$ cat src/rtl/chunked_adder.sv
// Multi-cycle WIDTH-bit adder/subtractor: one SLICE-bit lookahead group per clock.
// Define CHUNKED_ADDER_OVF_EN to compute the signed-overflow flag OV; otherwise OV is tied to 0.
module chunked_adder #(
  parameter int WIDTH = 16,
  parameter int SLICE = 4
) (
  input  logic             clk,
  input  logic             rst_n,
  input  logic             in_valid,
  output logic             in_ready,
  input  logic [WIDTH-1:0] A,
  input  logic [WIDTH-1:0] B,
  input  logic             C_1,
  input  logic             sub,
  output logic             out_valid,
  input  logic             out_ready,
  output logic [WIDTH-1:0] S,
  output logic             CO,
  output logic             OV
);

  localparam int SLICE_SAFE = (SLICE < 1) ? 1 : SLICE;
  localparam int NSL = WIDTH / SLICE_SAFE;
  localparam int KW = (NSL > 1) ? $clog2(NSL) : 1;
  localparam logic [WIDTH-1:0] SL_MASK = WIDTH'({SLICE_SAFE{1'b1}});

  if ((SLICE < 1) || ((WIDTH % SLICE_SAFE) != 0)) begin : g_bad_cfg
    $error("chunked_adder: WIDTH must be a positive multiple of SLICE");
  end

  typedef enum logic [1:0] {IDLE = 2'd0, BUSY = 2'd1, DONE = 2'd2} state_t;

  state_t                state_q, state_d;
  logic [WIDTH-1:0]      a_q, b_q, sum_q, sum_d, s_q;
  logic                  carry_q, co_q;
  logic [KW-1:0]         k_q;
  logic [SLICE_SAFE-1:0] a_sl, b_sl, p, g, sl_sum;
  logic                  c, sl_cout, last_slice;
  int                    base;
`ifdef CHUNKED_ADDER_OVF_EN
  logic                  msb_cin, ov_q;
`endif

  // Handshakes: a transfer happens on a rising edge where valid and ready are both high;
  // ready/valid come straight from the state register, never from the partner's signal.
  assign in_ready   = (state_q == IDLE);
  assign out_valid  = (state_q == DONE);
  assign S          = s_q;
  assign CO         = co_q;
  assign last_slice = (k_q == KW'(NSL - 1));

  always_ff @(posedge clk or negedge rst_n) begin
    if (!rst_n) state_q <= IDLE;
    else        state_q <= state_d;
  end

  always_comb begin
    state_d = state_q;
    unique case (state_q)
      IDLE:    if (in_valid)   state_d = BUSY;
      BUSY:    if (last_slice) state_d = DONE;
      DONE:    if (out_ready)  state_d = IDLE;
      default: state_d = IDLE;
    endcase
  end

  // Current slice: lookahead generate/propagate with the registered inter-slice carry.
  always_comb begin
    base = int'(k_q) * SLICE_SAFE;
    a_sl = SLICE_SAFE'(a_q >> base);
    b_sl = SLICE_SAFE'(b_q >> base);
    p    = a_sl ^ b_sl;
    g    = a_sl & b_sl;
    c    = carry_q;
    sl_sum = '0;
`ifdef CHUNKED_ADDER_OVF_EN
    msb_cin = 1'b0;
`endif
    for (int i = 0; i < SLICE_SAFE; i++) begin
      sl_sum[i] = p[i] ^ c;
`ifdef CHUNKED_ADDER_OVF_EN
      if (i == SLICE_SAFE - 1) msb_cin = c;
`endif
      c = g[i] | (p[i] & c);
    end
    sl_cout = c;
    sum_d   = (sum_q & ~(SL_MASK << base)) | (WIDTH'(sl_sum) << base);
  end

  always_ff @(posedge clk or negedge rst_n) begin
    if (!rst_n) begin
      a_q     <= '0;
      b_q     <= '0;
      sum_q   <= '0;
      carry_q <= 1'b0;
      k_q     <= '0;
      s_q     <= '0;
      co_q    <= 1'b0;
`ifdef CHUNKED_ADDER_OVF_EN
      ov_q    <= 1'b0;
`endif
    end else if (state_q == IDLE && in_valid) begin
      // Subtraction is A + ~B + ~borrow, so the carry-in is flipped along with B.
      a_q     <= A;
      b_q     <= B ^ {WIDTH{sub}};
      carry_q <= C_1 ^ sub;
      k_q     <= '0;
    end else if (state_q == BUSY) begin
      sum_q   <= sum_d;
      carry_q <= sl_cout;
      k_q     <= k_q + 1'b1;
      if (last_slice) begin
        s_q  <= sum_d;
        co_q <= sl_cout;
`ifdef CHUNKED_ADDER_OVF_EN
        ov_q <= msb_cin ^ sl_cout;
`endif
      end
    end
  end

`ifdef CHUNKED_ADDER_OVF_EN
  assign OV = ov_q;
`else
  assign OV = 1'b0;
`endif

endmodule
$ cat config.mk
export PLATFORM = sky130hd
export DESIGN_NAME = chunked_adder
export DESIGN_NICKNAME = d
export VERILOG_FILES = /design/src/rtl/chunked_adder.sv
export SDC_FILE = /design/constraint.sdc
export NUM_CORES = 1
export LEC_CHECK = 0
export CELL_PAD_IN_SITES_DETAIL_PLACEMENT = 1
export CELL_PAD_IN_SITES_GLOBAL_PLACEMENT = 1
export CORE_MARGIN = 8
export CORE_UTILIZATION = 37
export DETAILED_ROUTE_END_ITERATION = 6
export MAX_ROUTING_LAYER = met4
export PLACE_DENSITY_LB_ADDON = 0.15
export SLEW_MARGIN = 20
export SYNTH_ARGS = -nofsm -noshare
export SYNTH_HDL_FRONTEND = slang
export SYNTH_SLANG_ARGS = --single-unit
$ cat constraint.sdc
create_clock -name clk -period 3.1 [get_ports clk]
set_clock_uncertainty 0.05 [all_clocks]
set_input_delay 0.93 -clock clk [delete_from_list [all_inputs] [get_ports clk]]
set_output_delay 0.93 -clock clk [all_outputs]
set_load 0.01 [all_outputs]
; ---- Yosys cells after proc, flatten, opt, wreduce, memory -nomap -nowiden
; Index checks and enable logic that the tools add are counted.
[totals]
out_inout_bits = 20
inputBits = 38
ff_bits = 70
wordCells = 53
[op_classes]
reduce_logical = 6
n_bitwise = 20
add_sub_neg = 1
n_eq_ne = 6
n_shift = 4
mux = 8
[ops]
columns = cell, count
row1 = 16-bit by 4-bit >> shifter with 4-bit output, 2
row2 = 16-bit AND, 1
row3 = 16-bit NOT, 1
row4 = 16-bit bitwise OR, 1
row5 = 4-bit by 4-bit << shifter with 16-bit output, 1
row6 = "4-bit by 4-bit << shifter with 16-bit output, first input constant", 1
row7 = 16-bit XOR, 1
row8 = 2-bit 2-to-1 mux, 5
row9 = 2-bit one-hot mux with 3 select lines, 1
row10 = 3-bit AND reduction, 2
row11 = 1-bit XOR, 5
row12 = 1-bit AND, 4
row13 = 4-bit AND, 1
row14 = "2-bit equality test, second input constant", 2
row15 = "2-bit != test, second input constant", 2
row16 = 1-bit bitwise OR, 4
row17 = 4-bit XOR, 1
row18 = "2-bit by 1-bit adder with 2-bit output, second input constant", 1
row19 = "2-bit by 1-bit equality test with 1-bit output, second input constant", 1
row20 = 2-bit logical NOT, 1
row21 = 1-bit 2-to-1 mux, 2
row22 = "2-bit by 1-bit != test with 1-bit output, second input constant", 1
row23 = 2-bit AND reduction, 1
row24 = 2-bit nonzero test, 1
row25 = other kinds (2), 2

; ---- Longest topological paths before layout
; Gate-level depths: netlist (run 1).
[depth]
depth_word = 12
mapped_depth = 11

; ---- Worst setup path before layout (run 1)
; Ideal clock, no wire load.
[synth_timing]
path_kind = register -> register
startpoint = reg k_q[0]
endpoint = reg s_q[11] (netlist: S[11])
path_stages_with_launch = 11
path_buffers = 1
setup_slack_ns = 0.146
required_ns = 2.924
arrival_time_ns = 2.778
path_cell_list = dfrtp_1 > buf_4 > mux4_2 > fa_1 > inv_1 > fa_1 > fa_1 > inv_1 > fa_1 > a221oi_1 > nor2_1
[synth_between]
elab_chain_cells = 11
[synth_lines]
columns = item, line
row1 = from (decl), 36  ; logic [KW-1:0] k_q;
row2 = from (signal assigned), 111  ; k_q <= k_q + 1'b1;
row3 = "16-bit by 4-bit >> shifter with 4-bit output, on equally long branches", "70, 71"
row4 = 4-bit XOR, 72  ; p = a_sl ^ b_sl;
row5 = 1-bit AND, 84  ; c = g[i] | (p[i] & c);
row6 = 1-bit bitwise OR, 84
row7 = 1-bit AND, 84
row8 = 1-bit bitwise OR, 84
row9 = 1-bit AND, 84
row10 = 1-bit bitwise OR, 84
row11 = 1-bit XOR, 80  ; sl_sum[i] = p[i] ^ c;
row12 = 4-bit by 4-bit << shifter with 16-bit output, 87  ; sum_d = (sum_q & ~(SL_MASK << base)) | (WIDTH'(sl_sum) << base);
row13 = 16-bit bitwise OR, 87
row14 = to (signal assigned), 113  ; s_q <= sum_d;
row15 = to (decl), 34  ; logic [WIDTH-1:0] a_q, b_q, sum_q, sum_d, s_q;
; Several ways; a longest one is shown, not always the timed one.
; A chain may end at the register's enable or synchronous reset.

; ---- Final worst setup path (run 1)
[layout_timing]
startpoint = reg k_q[0]
endpoint = reg s_q[7] (netlist: S[7])
; Same word-level chain as after synthesis.

==> metrics.md, run 1 <==
| Metric | Value |
|---|---|
| Synth area leaders | dfrtp_1 53%, mux2_2 6.1%, mux4_2 5.8%, xnor2_1 4.5%, a21oi_1 3.5% |
| Vias | 2141 |
| Pwr dens | between 1000 and 1500 nW/um2 |
| DRT antenna net count | 0 |
| Worst Max-Slew Pin Slew | 688 ps |
| RePlAce Congestion | 0.807 |
| Crit start category | flop |
| Warning count from the yosys run | 0 |
| Mapped cell area | 3130 um2 |
| Power, Total | roughly 4900 uW |
| Final worst path period share | 0.936 |
| Filler cells | a little under 900 |
| Share of the synthesized area in the top cell type | 0.528 |
| Async SR Flop Fraction | 1.00 |
| Starting DRT DRC Count | between 50 and 60 |
| Worst slack, placed | 116 ps |
| Placed insts | between 400 and 500 |
| GRT overflow | 0 |
| FMAX | 0.345 GHz |
| Total clock sinks | 66 |
| Worst R2R End | S[7] |
| VDD IR max | 0.592 mV |
| CTS tree | yes |
| Share of layout cells above drive strength 1 | 0.166 |
| Area grow syn2layout | 28.9% |
| Syn Area/Cell | ~12 um2 |
| Synth Instances | 267 |
| Met1 GRT Util | 0.170 |
| M2 GR Usage | 0.220 |
| Largest net degree at the start of global routing | 54 |
| Final wirelength | a little over 7 mm |
| RSZ-0062 raised after global routing | false |
| Final critical-path required period | 2900 ps |
| Start of the worst register-to-register path | k_q[0] |
| Detail-routed via count per cell | 4.91 |
| Crit path arrival time | 3080 ps |
| Top Ports | 58 |
| CTS root buf | clkbuf_8 |
| Outcome | completed |
| Post-synth net total | roughly 310 |
| Global-route met3 utilization | 0.0393 |
| Static Leakage | ~0.0017 uW |
| Max Cap Viol | 0 |
| Hold path endpoint | S[13] |
| Number of remaining DRC errors | 0 |
| Yosys top cell by area | dfrtp_1 |
| Detail Placement HPWL | 5.30 mm |
| Global route hottest layer | met2 |
| CP required | 3280 ps |
| Reg2reg setup slack | between 150 and 200 ps |
| Initial antenna violation count | 0 |
| Finished Layout Cells | 436 |
| CP max FO | 6 |
| Final hold vios | 0 |
| DRT Pass-1 Iters | 4 |
| Core Box Area | 8220 um2 |
| Initial Utilization | 0.381 |
| Core Util, Final | 0.491 |
| GRT Util Overall | 0.140 |
| Global-route wire length before repair | 12.4 mm |
| Worst rel slew slack | 0.541 |
| HP Start | S[13] |
| Port buffer count | 56 |
| Die area | 11700 um2 |
| Worst hold stages | 2 |
| CTS buffer count | 9 |
| Die X | roughly 110 um |
| Die Y-Extent | 108 um |
| Nets | about 370 |
| Maximum clock insertion buffer count | 2 |
| Synth cell count leaders | 66 x dfrtp_1, 22 x a21oi_1, 22 x nand2_1, 22 x nor2_1, 17 x mux2_2 |
| Min-delay worst type | reg2reg |
| Slew Viols, Final | 0 |
| Reg2reg path depth | 9 |
| Final WS setup | 198 ps |
| Yosys reg bits | 66 |
| Final setup viols | 0 |
| Post-synthesis sequential area ratio | 0.528 |
| Most common cell in the synthesized netlist | dfrtp_1 |
| Ys flop type | dfrtp_1 |
| Clock transition at path regs | 70 ps |
| Row count | 33 |
| WL/cell | between 15 and 20 um |
| Number of library cell types mapped by synthesis | 34 |
| Post-synth EDFFs | 0 |
| Worst setup EP type | flop |
| ANT cells | 0 |
| Vias in the first global route | 2390 |
| Crit Path Category | reg2reg |
| # H-tree levels | 3 |
| Worst-skew pair later-pin latency | 340 ps |
| Final setup TNS | 0 ps |
## power breakdown
group | switching [uW] | internal, uW
clock | 344 | 451
combinational | 1340 | 1210
sequential | 260 | 1270
total | 1940 | 2930
## per-layer routing
metal / up-vias / wire, um
li1: 1047 / -
met1: 1041 / 3310
met2: 47 / 3510
met3: 6 / 309
met4: 0 / 82
met5: - / 0
## critical path, stage by stage, from the launching register on
cell and delay, ps:
dfrtp_1 410, mux4_2 530, fa_1 410, inv_1 80, fa_1 180, fa_1 160, inv_1 50, fa_1 570
a221oi_2 280, nor2_1 70
## per-stage QoR
step | hold slack (ps) | area, um2
6_report | 438 | 4030
5_1_grt | 465 | 4030
4_1_cts | 443 | 4020
3_5_place_dp | 424 | 3800
3_3_place_gp | 411 | 3800
2_1_floorplan | 399 | 3130
## logic make-up after synthesis
group                    count (synthesis)  share of synthesized area
flip-flops                              66                      0.528
AO/OA/AOI/OAI                           61                      0.125
AND/OR/NAND/NOR                         60                     0.0891
buffers and inverters                   28                     0.0464
multiplexers                            26                      0.122
XOR/XNOR                                17                     0.0476
adder cells (fa/ha/maj)                  8                     0.0416
other                                    1                    0.00120
## registers in the layout (all words and copies together), names as in the netlist
register  flops
sum_q        12
a_q          16
k_q           2
b_q          16
CO            1
carry_q       1
S            16
state_q       2
## layout make-up
class	instances	area (um2)	share of cell area
clock buffer	9	124	0.0307
multi-input combinational	173	1350	0.334
inverter	12	45.0	0.0112
clock inverter	7	93.8	0.0233
sequential	66	1650	0.410
tap	105	131	0.0326
timing repair buffer	64	641	0.159
## how the worst max path moves through the flow
stage	from	endpoint	slack (ps)
after floorplan	k_q[0]	S[11]	150
after global routing	k_q[0]	S[7]	10
after CTS	k_q[1]	S[11]	90
final	k_q[0]	S[7]	200
after global placement	k_q[0]	S[11]	230
after detailed placement	k_q[1]	S[11]	120
## layout by cell type (no fill, tap or decap), types with 2 or more instances in the layout
master,instances
bufinv_16,2
a21oi_1,22
clkinv_2,2
buf_12,2
mux2_2,17
dfrtp_1,65
nor2b_1,4
o21ai_0,15
nand2_1,22
xnor2_1,16
nand2b_1,4
clkinvlp_4,2
nor2_1,22
a2bb2oi_1,4
a221oi_2,2
nand3_1,2
fa_1,4
clkbuf_8,9
a22oi_1,2
inv_1,12
a22o_1,6
ha_1,4
nor3_1,2
mux4_2,8
o2bb2ai_1,4
clkdlybuf4s50_1,55
a32o_1,2
buf_4,6
o31ai_1,3
## what timing repair did
| action | in CTS | in global routing |
|---|---|---|
| resized for setup | 0 | 3 |
| setup endpoints to repair | 0 | 2 |
| hold buffers | 0 | 0 |
| setup buffers | 0 | 0 |
No activity file was read; power rests on OpenSTA's default activity.
==> run 2, diff against run 1 <==
--- a/config.mk
+++ b/config.mk
@@ -16,3 +16,4 @@
 export SYNTH_ARGS = -nofsm -noshare
 export SYNTH_HDL_FRONTEND = slang
 export SYNTH_SLANG_ARGS = --single-unit
+export TNS_END_PERCENT = 100
==> results of run 2 <==
Same layout as run 1: the final DEF is identical, and so are final timing and power.
==> run 3, diff against run 2 <==
--- a/config.mk
+++ b/config.mk
@@ -10,6 +10,7 @@
 export CORE_MARGIN = 8
 export CORE_UTILIZATION = 37
 export DETAILED_ROUTE_END_ITERATION = 6
+export GPL_TIMING_DRIVEN = 0
 export MAX_ROUTING_LAYER = met4
 export PLACE_DENSITY_LB_ADDON = 0.15
 export SLEW_MARGIN = 20
==> metrics.md, run 3 (synthesis results as in run 1) <==
| Metric | Value |
|---|---|
| Outcome | completed |
| Logic pwr share | 0.562 |
| Number of remaining DRC errors | 0 |
| DRT Pass-1 Iters | 4 |
| Final setup viols | 0 |
| Top Ports | 58 |
| Pwr dens | 1230 nW/um2 |
| Switching power | 2030 uW |
| Reg2reg path depth | 11 |
| Initial antenna violation count | 0 |
| Multi-input gate area | approximately 1400 um2 |
| Die area | 11700 um2 |
| Worst Max-Slew Pin Slew | 520 ps |
| Fin area | approximately 4000 um2 |
| Die Y-Extent | 108 um |
| CP max FO | 10 |
| Worst rel slew slack | 0.654 |
| Port buffer count | 55 |
| VDD IR max | roughly 0.54 mV |
| Crit Path Category | reg2reg |
| Share of layout cells above drive strength 1 | 0.206 |
| Worst setup path end | S[7] |
| RePlAce Congestion | slightly above 0.8 |
| Die X | 108 um |
| FMAX | approximately 0.33 GHz |
| CTS tree | yes |
| M2 GR Usage | 0.238 |
| GRT Util Overall | 0.154 |
| CP cell instances | buf_6 > buf_6 > mux4_2 > fa_2 > inv_2 > fa_2 > fa_2 > inv_2 > fa_2 > a221oi_2 > nor2_1 |
| Max Cap Viol | 0 |
| Placed inst area | approximately 3800 um2 |
| Reg area | around 1700 um2 |
| Int Pwr | 3030 uW |
| Max stage delay on crit path | 520 ps |
| CTS root buf | clkbuf_8 |
| Worst-skew pair later-pin latency | roughly 340 ps |
| Global-route wire length before repair | 13.5 mm |
| # hold bufs at CTS | 0 |
| CTS buffer count | 9 |
| Most frequent cells in the layout | 65 x dfrtp_1, 54 x clkdlybuf4s50_1, 22 x nor2_1, 22 x nand2_1, 22 x a21oi_1 |
| Crit start category | flop |
| Final critical-path required period | about 3000 ps |
| Area grow syn2layout | 31.5% |
| Final WS setup | 114 ps |
| Most used cell, CP | fa_2 |
| Clock transition at path regs | 80 ps |
| Row count | 33 |
| Switching part of the total | 0.401 |
| Critical path origin | k_q[1] |
| Slew Viols, Final | 0 |
| Vias in the first global route | 2623 |
| Core Util, Final | 0.501 |
| Global route hottest layer | met2 |
| GRT overflow | 0 |
| Starting DRT DRC Count | 91 |
| Min-delay worst type | in2async |
| Maximum clock insertion buffer count | 2 |
| Detail-routed via count per cell | 5.10 |
| Met1 GRT Util | 0.193 |
| Register share of total power | 0.297 |
| Slowest-stage cell, CP | fa_2 |
| Largest net degree at the start of global routing | 56 |
| # H-tree levels | 3 |
| Commonest non-fill, non-tap cell in the layout | dfrtp_1 |
| Filler cells | 891 |
| CP required | ~3300 ps |
| Core Box Area | 8220 um2 |
| Global-route met3 utilization | 0.0321 |
| Crit path arrival time | 3150 ps |
| Nets | 386 |
| DRT antenna net count | 0 |
| Clock share of power | 0.141 |
| Static Leakage | 0.00173 uW |
| Final setup TNS | 0 ps |
| Worst R2R End | S[7] |
| Final wirelength | 8.01 mm |
| Worst slack, placed | -366 ps |
| Detail Placement HPWL | 5.77 mm |
| Initial Utilization | 0.381 |
| Reg2reg setup slack | 110 ps |
| RSZ-0062 raised after global routing | false |
| Final hold vios | 0 |
| Start of the worst register-to-register path | k_q[1] |
| Worst setup EP type | flop |
| Vias | around 2300 |
| Total clock sinks | 66 |
| ANT cells | 0 |
| WL/cell | 17.8 um |
| Final worst path period share | 0.963 |
[run 3: cell count changes in the layout (fill, tap and decap cells not counted), sizes merged]
| cell | before | now |
|---|---|---|
| buf | 9 | 22 |
| bufinv | 2 | 1 |
| clkbuf | 9 | 14 |
| clkdlybuf4s50 | 55 | 54 |
| clkinv | 3 | 2 |
| clkinvlp | 2 | 0 |
[run 3: layout make-up]
class,count,area share
sequential,66,0.402
multi-input combinational,173,0.329
timing repair buffer,62,0.151
clock buffer,12,0.0353
tap,105,0.0319
buffer,16,0.0304
inverter,12,0.0109
clock inverter,3,0.00973
[run 3: how the worst min path moves through the flow]
stage / from / end
6_report: rst_n / state_q[1]
4_1_cts: rst_n / state_q[1]
3_3_place_gp: sum_q[4] / sum_q[4]
3_5_place_dp: sum_q[8] / sum_q[8]
2_1_floorplan: sum_q[4] / sum_q[4]
5_1_grt: rst_n / a_q[3]
[run 3: critical path: cells and delay by family (launching register included)]
kind | cells | cell delay [ps]
muxes | 1 | 250
buffers and inverters | 4 | 420
and+or+nand+nor | 1 | 60
DFF | 1 | 400
AOI/OAI and AO/OA | 1 | 280
adders and majority gates | 4 | 1400
[run 3: per-stage QoR]
step | std cells | hold slack (ps) | total power [uW]
floorplan | 267 | 399 | 3210
global placement | 427 | 415 | 4080
detailed placement | 428 | 416 | 4200
CTS | 444 | 376 | 4970
global route | 449 | 371 | 5440
finish | 449 | 374 | 5060
[run 3: power groups by stage]
stage	registers [uW]	logic, uW	clock network (uW)
after global placement	1500	2580	0
after CTS	1510	2740	720
after global routing	1560	3110	768
after detailed placement	1520	2680	0
final	1500	2850	713
after floorplan	1490	1710	0
[run 3: routing by layer]
layer | up-vias | wire length, um
met5 | - | 0
met4 | 0 | 178
met3 | 15 | 245
met2 | 50 | 3980
met1 | 1157 | 3610
li1 | 1070 | -
[run 3: what timing repair did]
item | CTS | global route
resized for setup | 8 | 9
pin swaps | 0 | 2
endpoints found under the hold margin | 0 | 0
setup endpoints to repair | 12 | 8
buffers inserted | 1 | 5
